File: config.mk
export PLATFORM = sky130hd
export DESIGN_NAME = hex_word_streamer
export DESIGN_NICKNAME = d
export VERILOG_FILES = /design/src/rtl/hex_word_streamer.sv
export SDC_FILE = /design/constraint.sdc
export NUM_CORES = 1
export LEC_CHECK = 0
export CAP_MARGIN = 20
export CORE_ASPECT_RATIO = 1.4
export CORE_MARGIN = 2
export CORE_UTILIZATION = 51
export DETAILED_ROUTE_END_ITERATION = 6
export PLACE_DENSITY = 0.86
export SETUP_SLACK_MARGIN = 0.4
export SLEW_MARGIN = 5
export SYNTH_ARGS = -nofsm -noshare
export SYNTH_HDL_FRONTEND = slang
export SYNTH_SLANG_ARGS = --single-unit
File: constraint.sdc
create_clock -name clk -period 2.36 [get_ports clk]
set_input_delay 0.708 -clock clk [delete_from_list [all_inputs] [get_ports clk]]
set_output_delay 0.708 -clock clk [all_outputs]
set_load 0.05 [all_outputs]
File: src/rtl/hex_word_streamer.sv
// Streams a DATA_WIDTH-bit word as ASCII hex, most-significant nibble first,
// one character per valid/ready transfer, with an optional CR/LF terminator.
module hex_word_streamer #(
  parameter int DATA_WIDTH = 64,
  parameter bit LOWERCASE  = 1'b0,
  parameter bit TERMINATE  = 1'b1
) (
  input  logic                  clk,
  input  logic                  rst_n,
  input  logic [DATA_WIDTH-1:0] in_data,
  input  logic                  in_valid,
  output logic                  in_ready,
  output logic [7:0]            out_char,
  output logic                  out_valid,
  input  logic                  out_ready,
  output logic                  busy,
  output logic [1:0]            dbg_state
);

  localparam int NIBBLES = DATA_WIDTH / 4;
  localparam int CNT_W   = (NIBBLES > 1) ? $clog2(NIBBLES) : 1;

  if (((DATA_WIDTH % 4) != 0) || (DATA_WIDTH < 4)) begin : g_bad_width
    $error("hex_word_streamer: DATA_WIDTH must be a multiple of 4 and at least 4");
  end

  // Handshakes: a transfer happens on a rising edge where valid && ready.
  // out_valid never drops and out_char never changes until its transfer.
  typedef enum logic [1:0] {
    S_IDLE   = 2'd0,
    S_DIGITS = 2'd1,
    S_CR     = 2'd2,
    S_LF     = 2'd3
  } state_t;

  state_t                state_q, state_d;
  logic [DATA_WIDTH-1:0] shift_q, shift_d;
  logic [CNT_W-1:0]      cnt_q, cnt_d;
  logic [7:0]            char_q, char_d;
  logic                  valid_q, valid_d;
  logic                  busy_q, busy_d;

  function automatic logic [7:0] hex_char(input logic [3:0] n);
    logic [7:0] base;
    if (n < 4'd10) begin
      base = 8'h30;
    end else begin
      // Offset so that n=10 lands on 'A' (0x41) or 'a' (0x61).
      base = LOWERCASE ? 8'h57 : 8'h37;
    end
    return base + {4'h0, n};
  endfunction

  always_comb begin
    state_d = state_q;
    shift_d = shift_q;
    cnt_d   = cnt_q;
    char_d  = char_q;
    valid_d = valid_q;
    case (state_q)
      S_IDLE: begin
        if (in_valid) begin
          shift_d = in_data;
          char_d  = hex_char(in_data[DATA_WIDTH-1 -: 4]);
          valid_d = 1'b1;
          cnt_d   = CNT_W'(NIBBLES - 1);
          state_d = S_DIGITS;
        end
      end
      S_DIGITS: begin
        if (valid_q && out_ready) begin
          if (cnt_q != '0) begin
            shift_d = shift_q << 4;
            char_d  = hex_char(shift_d[DATA_WIDTH-1 -: 4]);
            cnt_d   = cnt_q - 1'b1;
          end else if (TERMINATE) begin
            char_d  = 8'h0D;
            state_d = S_CR;
          end else begin
            valid_d = 1'b0;
            state_d = S_IDLE;
          end
        end
      end
      S_CR: begin
        if (valid_q && out_ready) begin
          char_d  = 8'h0A;
          state_d = S_LF;
        end
      end
      S_LF: begin
        if (valid_q && out_ready) begin
          valid_d = 1'b0;
          state_d = S_IDLE;
        end
      end
      default: begin
        valid_d = 1'b0;
        state_d = S_IDLE;
      end
    endcase
    busy_d = (state_d != S_IDLE);
  end

  always_ff @(posedge clk or negedge rst_n) begin
    if (!rst_n) begin
      state_q <= S_IDLE;
      shift_q <= '0;
      cnt_q   <= '0;
      char_q  <= 8'h00;
      valid_q <= 1'b0;
      busy_q  <= 1'b0;
    end else begin
      state_q <= state_d;
      shift_q <= shift_d;
      cnt_q   <= cnt_d;
      char_q  <= char_d;
      valid_q <= valid_d;
      busy_q  <= busy_d;
    end
  end

  assign in_ready  = (state_q == S_IDLE);
  assign out_char  = char_q;
  assign out_valid = valid_q;
  assign busy      = busy_q;
  assign dbg_state = state_q;

endmodule

==> impl_results.md, run 1 <==
* ANT cells at 0
* Syn Area/Cell at 10.1 um^2
* Die X at 77.3 um
* Critical path class: reg2reg
* Reg area at 1880 um^2
* Hold crit path type: in2async
* Number of synthesized flops with an enable pin at 0
* DRC at 0
* Avg WL per Cell at 16.1 um
* First-pass GRT wire length at 15.0 mm
* Drt pass-1 iters at 4
* Vias/cell at 5.53
* Initial Util at 52.4%
* Final hold vios at 0
* Post-route design area at 5180 um^2
* Count of state elements after synthesis at 75
* Fin nets at 550
* Setup TNS at 0 ps
* Final setup viols at 0
* Final Max Tran Viols at 0
* Share of layout cells above drive strength 1 at 14.3%
* Final Cycle Share at 82.0%
* Status: completed
* Hold_ws at 347 ps
* Syn nets at 458
* Synth unique cells at 44
* CTS tree: built
* Post-Syn Instances at 378
* Crit path time final at 1940 ps
* Filler cells at 574
* Asr flop ratio synth at 100%
* PwrDens at 1240 nW/um^2
* CTS root buffer: clkbuf_8
* CP Capture Type: flop
* CP max FO at 6
* Area of the multi-input gates at 1870 um^2
* Largest net degree at the start of global routing at 49
* Congestion Overflow GR at 0
* Predominant post-synthesis flop cell: dfrtp_1
* Vias in the first global route at 3204
* CTS sink count at 75
* Via count at 3164
* Tot GR Track Use at 23.1%
* Slew margin rel. at 62.0%
* Maximum VDD drop at 0.000711 V
* Warnings from Yosys at 0
* RSZ-0062 raised after global routing: yes
* Final WL at 9.21 mm
* Clk buf depth at 2
* Worst endpoint required time at 2600 ps
* Clock skew at 9.91 ps
* Site row count at 37
* Gpl congestion at 0.801
* Syn-to-layout area delta at 35.1%
* ANT nets after route at 0
* H-tree levels at 3
* Port bufs at 79
* Worst-Margin Slew at 570 ps
* Synth Cell Area at 3830 um^2
* Ports at 81
* Pleak at 2.36 nW
* Clk Latency, worst-skew pair at 350 ps
* Fmax at 0.516 GHz
* WP data arrival at 2170 ps
* Seq/Total Area, Yosys at 48.9%
* Most common cell after layout, fill and taps aside: dfrtp_1
* Num CTS Buffers at 9
* Initial antenna violation count at 0
* Placed inst area at 4800 um^2
* 1st-iter DRT viols at 161
* Startpoint types: flop
* Max-capacitance violation count at 0
* Reg clk slew, reported paths at 80 ps
* Final HPWL DP at 6.02 mm
* Die Y-Extent at 107 um
* Commonest cells after routing, fill and taps aside: dfrtp_1 (72), nand2_1 (63), clkdlybuf4s50_1 (63), mux2i_1 (60), o21ai_0 (46)
* Core box area at 7310 um^2
* Final core utilization at 70.8%
* Die ar. at 8240 um^2
-- state kept, by name, indices dropped and copies added, names as in the netlist --
name and count:
cnt_q 4, out_valid 1, out_char 7, busy 1, shift_q 60, dbg_state 2
-- synthesized netlist by cell type (all sizes together) (2+ instances only) --
| cell type | instances | area [um^2] |
|---|---|---|
| nor2b | 2 | 12.5 |
| a31oi | 5 | 46.3 |
| nor2 | 8 | 30.0 |
| o21ai | 62 | 310 |
| and3 | 3 | 18.8 |
| clkbuf | 13 | 48.8 |
| a22o | 4 | 35.0 |
| o21a | 5 | 37.5 |
| nand2b | 4 | 25.0 |
| nand2 | 63 | 236 |
| a21boi | 2 | 15.0 |
| o211ai | 3 | 22.5 |
| o22a | 3 | 26.3 |
| dfrtp | 75 | 1880 |
| a311oi | 2 | 17.5 |
| a21oi | 9 | 45.0 |
| inv | 5 | 18.8 |
| mux2i | 60 | 601 |
| nand3 | 3 | 15.0 |
| ha | 12 | 150 |
| a211oi | 2 | 15.0 |
| xnor2 | 2 | 17.5 |
| buf | 14 | 80.1 |
-- through the flow --
stage	setup slack (ps)	instances	total power, mW
after global placement	-95.2	543	4.98
after detailed placement	-217	543	5.14
after CTS	326	565	6.19
after global routing	331	572	6.86
final	424	572	6.40
after floorplan	406	378	4.32
-- critical path, cell delays in order, from the launching register on --
cell     delay [ps]
dfrtp_1         420
inv_1            70
ha_2            180
or3b_4          400
buf_4           170
a31oi_2         220
a21oi_1         100
mux2_2          260
-- final cells by class --
class / count / share of cell area (%)
Tap cell: 97 / 2.34
Multi-Input combinational cell: 271 / 36.0
Clock buffer: 15 / 3.60
Timing Repair Buffer: 108 / 21.3
Sequential cell: 75 / 36.3
Clock inverter: 1 / 0.0966
Inverter: 5 / 0.362
-- worst paths after layout --
check                              endpoint  depth (start not counted)  slack [ps]         from
worst min-delay path            shift_q[59]                          1         350        rst_n
worst max-delay path            out_char[1]                          7         420     cnt_q[0]
min in group clk                shift_q[30]                          2         480  shift_q[30]
max in group asynchronous       shift_q[32]                          2        1410        rst_n
worst min register to register  shift_q[30]                          2         480  shift_q[30]
worst max register to register  out_char[1]                          7         420     cnt_q[0]
-- report_power, final --
group | switching [mW] | total (mW) | leakage [nW] | internal, mW
logic | 1.76 | 3.23 | 1.34 | 1.46
clock network | 0.454 | 0.951 | 0.0997 | 0.497
registers | 0.357 | 2.22 | 0.919 | 1.87
-- per-layer routing --
| layer | global-route usage, % | routed length, um |
|---|---|---|
| met1 | 28.2 | 3790 |
| met2 | 40.1 | 4840 |
| met3 | 3.28 | 395 |
| met4 | 10.7 | 190 |
| met5 | 0 | 0 |
-- logic make-up after synthesis --
logic type      share of synthesized area [%]
compound gates                           16.9
xor+xnor                                0.457
fa+ha+maj                                3.92
buf+inv                                  3.85
flops                                    48.9
mux                                      16.0
other cells                            0.0978
simple gates                             9.92
-- timing repair --
action,CTS,global route
pin swaps,6,1
buffers inserted,5,4
gates resized for setup,23,18
hold buffers,0,0
endpoints found under the setup margin,50,66
gates cloned,1,3
(Power assumes the default switching activity.)
==> run 2: changes to the inputs <==
Clock period 2.36 ns to 2 ns, I/O delays scaled along.
==> run 2 against run 1 <==
Count of clock-buffer cells in the layout decreased by 5. Sequential cell count unchanged. Final cell count increased by 6.3%.
==> impl_results.md, run 2 (synthesis gave the netlist of run 1 again) <==
* Startpoint types: flop
* CTS tree: built
* Reg clk slew, reported paths at 80 ps (about the same)
* Final core utilization at 84.4% (+14 points)
* RSZ-0062 raised after global routing: yes
* 1st-iter DRT viols at 229 (+42%)
* Reg2Reg Depth at 9 (+2)
* Tot GR Track Use at 26.4% (+3.3 points)
* Status: completed
* Commonest cells after routing, fill and taps aside: dfrtp_1 (71), clkdlybuf4s50_1 (60), mux2i_1 (59), buf_4 (42), o21ai_2 (33)
* Drt pass-1 iters at 4 (unchanged)
* Core box area at 7310 um^2 (unchanged)
* Final setup viols at 0 (unchanged)
* Port bufs at 79 (unchanged)
* Global routing usage on met1 at 31.3% (+3.1 points)
* Num CTS Buffers at 9 (unchanged)
* Reg area at 1880 um^2 (about the same)
* Congestion Overflow GR at 0 (unchanged)
* Final Max Tran Viols at 0 (unchanged)
* Gpl congestion at 0.788 (-1.7%)
* Pleak at 2.75 nW (+17%)
* Largest delay share family, worst path: buffers and inverters
* Avg WL per Cell at 22.0 um (+37%)
* Critical path class: reg2reg
* Final worst setup slack at 6.71 ps (-417 ps)
* Initial antenna violation count at 0 (unchanged)
* Vias in the first global route at 3549 (+11%)
* Fmax at 0.502 GHz (-2.9%)
* H-tree levels at 3 (unchanged)
* WP data arrival at 2280 ps (+110 ps)
* Final Cycle Share at 99.7% (+18 points)
* Filler cells at 369 (-36%)
* Maximum VDD drop at 0.000987 V (+39%)
* Crit-path max cell delay at 410 ps (about the same)
* Clk buf depth at 2 (unchanged)
* Met2 Use GR at 47.5% (+7.4 points)
* CTS root buffer: clkbuf_8
* Hold_ws at 185 ps (-162 ps)
* First-pass GRT wire length at 17.0 mm (+13%)
* ANT nets after route at 0 (unchanged)
* Syn-to-layout area delta at 61.0%
* Fin nets at 586 (+6.5%)
* Initial Util at 52.4% (unchanged)
* Die ar. at 8240 um^2 (unchanged)
* Final HPWL DP at 6.03 mm (+0.16%)
* Worst r2r dst: shift_q[32]
* PwrDens at 1610 nW/um^2 (+31%)
* Via count at 3684 (+16%)
* Post-route design area at 6170 um^2 (+19%)
* Max-capacitance violation count at 0 (unchanged)
* Final WL at 13.4 mm (+45%)
* Clock skew at 8.47 ps (-1.44 ps)
* Most common cell after layout, fill and taps aside: dfrtp_1
* Fin cells at 608 (+6.3%)
* CP max FO at 8 (+2)
* ANT cells at 0 (unchanged)
* Crit path time final at 1990 ps (+56.9 ps)
* Most flops, register: shift_q
* Max reg flops at 60 (unchanged)
* Placed inst area at 4870 um^2 (+1.5%)
* Reg-to-Reg Start: cnt_q[1]
* Die X at 77.3 um (unchanged)
* Largest net degree at the start of global routing at 57 (+16%)
* Worst reg-to-reg setup slack at 7 ps (-420 ps)
* CP Capture Type: flop
* Cell-by-cell trace of the critical path: inv_2, ha_4, or3b_4, a31oi_4, buf_6, buf_8, clkbuf_16, nand2_2, o21ai_1
* Worst endpoint required time at 2280 ps (-320 ps)
* Slowest cell on crit path: or3b_4
* WP buf/inv at 4 (+2)
* Clk Latency, worst-skew pair at 370 ps (+20 ps)
* Final hold vios at 0 (unchanged)
* Site row count at 37 (unchanged)
* Area of the multi-input gates at 2340 um^2 (+25%)
* GR Util met3 at 4.88% (+1.6 points)
* Hold crit path type: in2async
* Hold buffers post-CTS at 0 (unchanged)
* Setup WS pre-CTS at -323 ps (-105 ps)
* Ports at 81 (unchanged)
* Dpl cells at 549 (+1.1%)
* Die Y-Extent at 107 um (unchanged)
* Share of layout cells above drive strength 1 at 40.3% (+26 points)
* CTS sink count at 75 (unchanged)
* Vias/cell at 6.06 (+9.5%)
* DRC at 0 (unchanged)
* GR peak layer: met2
run 2: cell count changes in the layout (fill, tap and decap cells not counted), moves of 4 or more:
| cell | previous run | this run |
|---|---|---|
| buf_6 | 1 | 13 |
| buf_4 | 23 | 42 |
| nand2_2 | 0 | 24 |
| nand2_1 | 63 | 29 |
| o21ai_2 | 1 | 33 |
| clkbuf_8 | 13 | 9 |
| ha_4 | 2 | 10 |
| buf_8 | 1 | 5 |
| ha_1 | 7 | 1 |
| clkdlybuf4s15_1 | 5 | 1 |
| nand2_4 | 0 | 10 |
| buf_12 | 3 | 10 |
| o21ai_0 | 46 | 12 |
run 2: cell type report:
class | count | area share (%)
multi-input combinational | 271 | 37.9
sequential | 75 | 30.5
timing repair buffer | 144 | 26.0
clock buffer | 10 | 2.07
tap | 97 | 1.97
clock inverter | 6 | 1.30
inverter | 5 | 0.344
run 2: worst max path at each step:
stage                       from          end  slack [ps]  cells past startpoint
floorplan           dbg_state[1]  shift_q[10]         110                      9
global placement     in_data[61]  out_char[6]        -270                      8
detailed placement   in_data[61]  out_char[4]        -320                      8
CTS                     cnt_q[1]  shift_q[59]         160                      7
global route            cnt_q[1]  shift_q[18]         -20                      9
finish                  cnt_q[1]  shift_q[32]           7                      9
run 2: stage by stage:
step	power, mW	setup TNS [ps]
floorplan	5.22	0
global placement	6.00	-7750
detailed placement	6.19	-9780
CTS	8.38	0
global route	10.4	-38.9
finish	9.97	0
run 2: repair_timing:
action                                  4_1_cts  5_1_grt
cloned                                        4        7
setup buffers                                25        7
pin swaps                                    21       57
endpoints found under the hold margin         0        0
resized for setup                            61      119
endpoints found under the setup margin       77       78
run 2: power breakdown:
group | switching (mW) | internal (mW)
clock | 0.586 | 0.694
combinational | 3.08 | 2.85
sequential | 0.545 | 2.20
total | 4.22 | 5.75
run 2: per-layer routing:
metal	vias to the layer above	share of wire, %
met3	50	4.9
li1	1605	-
met1	1840	37
met2	189	54
met5	-	0
met4	0	4.3
run 2: worst reg2reg max path: cells and delay by family (launching register included):
family / cells / cell delay, ps
buf+inv: 4 / 590
fa+ha+maj: 1 / 130
flops: 1 / 400
compound gates: 2 / 320
simple gates: 2 / 470
==> RTL edit 1, RTL diff (settings of run 2) <==
`LOWERCASE`: 1'b0 -> 1'b1.
--- a/src/rtl/hex_word_streamer.sv
+++ b/src/rtl/hex_word_streamer.sv
@@ -2,7 +2,7 @@
 // one character per valid/ready transfer, with an optional CR/LF terminator.
 module hex_word_streamer #(
   parameter int DATA_WIDTH = 64,
-  parameter bit LOWERCASE  = 1'b0,
+  parameter bit LOWERCASE  = 1'b1,
   parameter bit TERMINATE  = 1'b1
 ) (
   input  logic                  clk,
Behaviour: not the same (Yosys sat finds a counterexample within 4 cycles, from zero or initial values and one cycle with rst_n low).
==> RTL edit 1 against run 2 <==
- non-clock buffer count rose by 40
- routed wire length is 45% higher
- critical endpoint is now shift_q[26]
- sequential cell count is the same
- setup slack improved by 0.13 ns
- synthesized area is 23% higher
- final area is 30% higher
Power is left out: it rests on default switching activity, and per cell area and clock period it moved more than threefold.
==> RTL edit 1: results (changes against run 2) <==
outcome completed; CTS Hold Buffers Added 0 (unchanged); CTS Buf Count 9 (unchanged); mux contribution to synthesized area 0.124 (-0.0359); commonest cells in the netlist dfrtp_1 (75), a21oi_1 (66), mux2i_1 (57); worst min-delay path class primary input to asynchronous set/reset pin; final net count 646 (+10%); Post-Synth Adder-Cell Area 0.0308 (-0.00832); total number of vias 4349 (+18%); asr flop ratio synth 1.00 (unchanged); CP delay by family, top buffers and inverters; gp weighted congestion 0.866 (+9.9%); post-detail-place hpwl 7460 um (+24%); compound-cell area share of the yosys netlist 0.323 (+0.154); initial drt markers 306 (+34%); root buffer cell clkbuf_16; initial antenna violation count 0 (unchanged); slowest cell delay on critical path 0.39 ns (-0.02 ns); FF-to-FF Start cnt_q[0]; first-pass GRT wire length 26300 um (+55%); worst skew pair latency 0.35 ns (-0.02 ns); Critical Path AT 2.10 ns (-0.18 ns); startpoint types flop; share of cells above drive strength 1 0.548 (+0.145); CTS max path bufs 2 (unchanged); crit path max fanout 13 (+5); routed length per instance 28.6 um (+30%); Synth cell types 57 (+30%); fill count 329 (-11%); Worst path slowest cell dfrtp_1; largest net degree at the start of global routing 38 (-33%); Yosys warnings 0 (unchanged); XOR/XNOR Fraction of Synth Area 0.00186 (-0.00271); skew final 0.00686 ns (-0.00161 ns); Tot GR Track Use 0.350 (+0.0864); 1st-pass router iterations 5 (+1); clock-pin slew on the worst setup and hold paths 0.06 ns (-0.02 ns); Syn Nets 484 (+5.7%); number of global-route vias before repair 4618 (+30%); IO Port Bufs 79 (unchanged); Seq/Total Area, Yosys 0.399 (-0.0907); Synth area leaders dfrtp_1 (40%), a21oi_4 (16%), mux2i_1 (12%)
==> RTL edit 1: cell count changes after synthesis, sizes merged, moves of 4 or more <==
cell,before,now
a21oi,9,123
a22o,4,0
buf,14,24
inv,5,16
nand2,63,4
nand3b,0,4
o21ai,62,18
==> RTL edit 1: worst paths after layout <==
check	to	slack, ns	cells past startpoint
worst max-delay path	shift_q[26]	0.13	9
worst min-delay path	shift_q[28]	0.22	1
worst max register to register	shift_q[26]	0.13	9
worst min register to register	out_char[1]	0.52	1
max in group asynchronous	shift_q[9]	1.07	2
min in group clk	out_char[1]	0.52	1
==> RTL edit 1: what timing repair did <==
action,in CTS,in global routing
hold endpoints to repair,0,0
setup buffers,37,18
gates resized for setup,188,49
setup endpoints to repair,76,78
pin swaps,26,39
gates cloned,15,3
==> RTL edit 1: worst reg2reg max path, stage by stage, from the launching register on <==
cell and delay, ns:
dfrtp_1 0.39, inv_2 0.10, ha_4 0.17, nor3b_4 0.24
o21ai_4 0.11, buf_4 0.15, buf_6 0.12, buf_12 0.16
a21oi_1 0.26, a21oi_2 0.04
==> RTL edit 1: logic make-up (layout without fill, tap and decap cells) <==
logic type,Yosys count,count (layout)
compound gates,170,170
xor+xnor,1,1
fa+ha+maj,11,11
buf+inv,50,215
flops,75,75
mux,58,58
other cells,1,1
simple gates,39,40
==> RTL edit 1: layout make-up <==
cell class | instances | area (sq um) | area share
Tap cell | 107 | 134 | 0.0167
Timing Repair Buffer | 184 | 2310 | 0.288
Inverter | 16 | 65.1 | 0.00810
Multi-Input combinational cell | 281 | 3330 | 0.414
Clock inverter | 5 | 77.6 | 0.00965
Clock buffer | 10 | 239 | 0.0297
Sequential cell | 75 | 1880 | 0.234
==> RTL edit 1: metrics by stage <==
step / area (sq um) / util / TNS [ns] / instances / worst slack, ns
floorplan: 4750 / - / 0 / 405 / 0.0406
global placement: 5710 / 0.636 / -5.57 / 590 / -0.367
detailed placement: 5710 / 0.636 / -6.31 / 590 / -0.422
CTS: 7580 / 0.844 / 0 / 657 / 0.234
global route: 8040 / 0.895 / 0 / 678 / 0.0840
finish: 8040 / 0.895 / 0 / 678 / 0.134
==> RTL edit 1: routing by layer <==
| metal | vias up | part of all wire | track usage |
|---|---|---|---|
| met1 | 2207 | 0.36 | 0.386 |
| met3 | 85 | 0.052 | 0.0743 |
| met2 | 259 | 0.53 | 0.594 |
| met4 | 0 | 0.062 | 0.234 |
| met5 | - | 0 | 0 |
| li1 | 1798 | - | - |
==> RTL edit 2, RTL diff (config.mk and constraints of run 2) <==
Made on the original files. Make the reset (`rst_n`) synchronous in one clocked block.
--- a/src/rtl/hex_word_streamer.sv
+++ b/src/rtl/hex_word_streamer.sv
@@ -102,7 +102,7 @@
     busy_d = (state_d != S_IDLE);
   end
 
-  always_ff @(posedge clk or negedge rst_n) begin
+  always_ff @(posedge clk) begin
     if (!rst_n) begin
       state_q <= S_IDLE;
       shift_q <= '0;
Function: differs if rst_n is asserted again (counterexample within 4 cycles, from zero or initial values and one cycle with rst_n low); with rst_n held inactive, the same outputs for 4 cycles.
==> RTL edit 2 against run 2 <==
- setup slack better by 0.14 ns
- synthesized cell count increased by 34%
- clock skew about the same
- synthesized area grew 9.4%
- routed wire length up 27%
- sequential cell count unchanged
- final area grew 8.3%
- critical path depth shrank 1
- largest cell class unchanged
Power is not compared: it rests on default switching activity, and its combinational part moved more than twofold at a synthesized area within 25%.
==> RTL edit 2: results (changes against run 2) <==
worst skew pair latency 0.34 ns (-0.03 ns); multi-input gates 368 (+36%); Tot GR Track Use 0.311 (+0.0465); Worst R2R Path Depth 8 (-1); Seq/Total Area, Yosys 0.358 (-0.131); final net count 695 (+19%); Synth area leaders dfxtp_1 (36%), a21oi_1 (7.8%), o21ai_0 (7.3%); asr flop ratio synth 0 (-1.00); share of cells above drive strength 1 0.350 (-0.0531); routed length per instance 23.5 um (+6.7%); clk tree area frac 0.0457 (+0.0120); mux contribution to synthesized area 0.0453 (-0.114); Plain + repair buffers 152 (+5.6%); number of global-route vias before repair 4617 (+30%); commonest cells in the netlist dfxtp_1 (75), a21oi_1 (65), o21ai_0 (61); inverter count 9 (+4); Critical Path AT 2.11 ns (-0.17 ns); Post-Synth Adder-Cell Area 0.0358 (-0.00335); Reg area 1520 sq um (-19%); clock-pin slew on the worst setup and hold paths 0.06 ns (-0.02 ns); Synth cell types 51 (+16%); post-detail-place hpwl 7750 um (+28%); largest net degree at the start of global routing 42 (-26%); outcome completed; Syn Nets 585 (+28%)
[RTL edit 2: per-layer routing]
| layer | share of wire | global-route usage | wire, um | vias up |
|---|---|---|---|---|
| li1 | - | - | - | 2174 |
| met1 | 0.36 | 0.366 | 6020 | 2403 |
| met2 | 0.51 | 0.539 | 8640 | 352 |
| met3 | 0.079 | 0.0432 | 1340 | 99 |
| met4 | 0.055 | 0.151 | 939 | 0 |
| met5 | 0 | 0 | 0 | - |
[RTL edit 2: per-stage QoR]
step                utilization  area (sq um)  cells  worst slack, ns  hold WS [ns]
global route              0.830          6690    722           0.0554         0.513
floorplan                     -          4670    505            0.206         0.455
finish                    0.830          6690    722            0.147         0.494
global placement          0.694          5590    668           -0.282         0.460
detailed placement        0.694          5590    668           -0.347         0.479
CTS                       0.772          6210    702            0.282         0.473
[RTL edit 2: path summary, 6_finish.rpt]
path                    from         end  slack, ns
setup / recovery    cnt_q[1]  shift_q[0]       0.15
hold / removal    shift_q[2]  shift_q[2]       0.49
setup reg to reg    cnt_q[1]  shift_q[0]       0.15
hold reg to reg   shift_q[2]  shift_q[2]       0.49
[RTL edit 2: report_power, final]
part	internal [mW]	switching (mW)	total, mW
Combinational	1.00	1.17	2.18
Clock	1.04	0.657	1.70
Sequential	1.66	0.151	1.81
Total	3.70	1.98	5.68
[RTL edit 2: worst max-delay path: stages, from the launching register on]
cell	delay, ns
dfxtp_2	0.34
inv_2	0.07
ha_4	0.15
or3b_4	0.42
a21oi_4	0.27
buf_6	0.15
buf_6	0.13
o21ai_2	0.06
a21oi_1	0.17
[RTL edit 2: what timing repair did]
action | 4_1_cts | 5_1_grt
endpoints found under the setup margin | 76 | 77
setup buffers | 13 | 13
gates resized for setup | 57 | 60
gates cloned | 5 | 7
pin swaps | 36 | 46
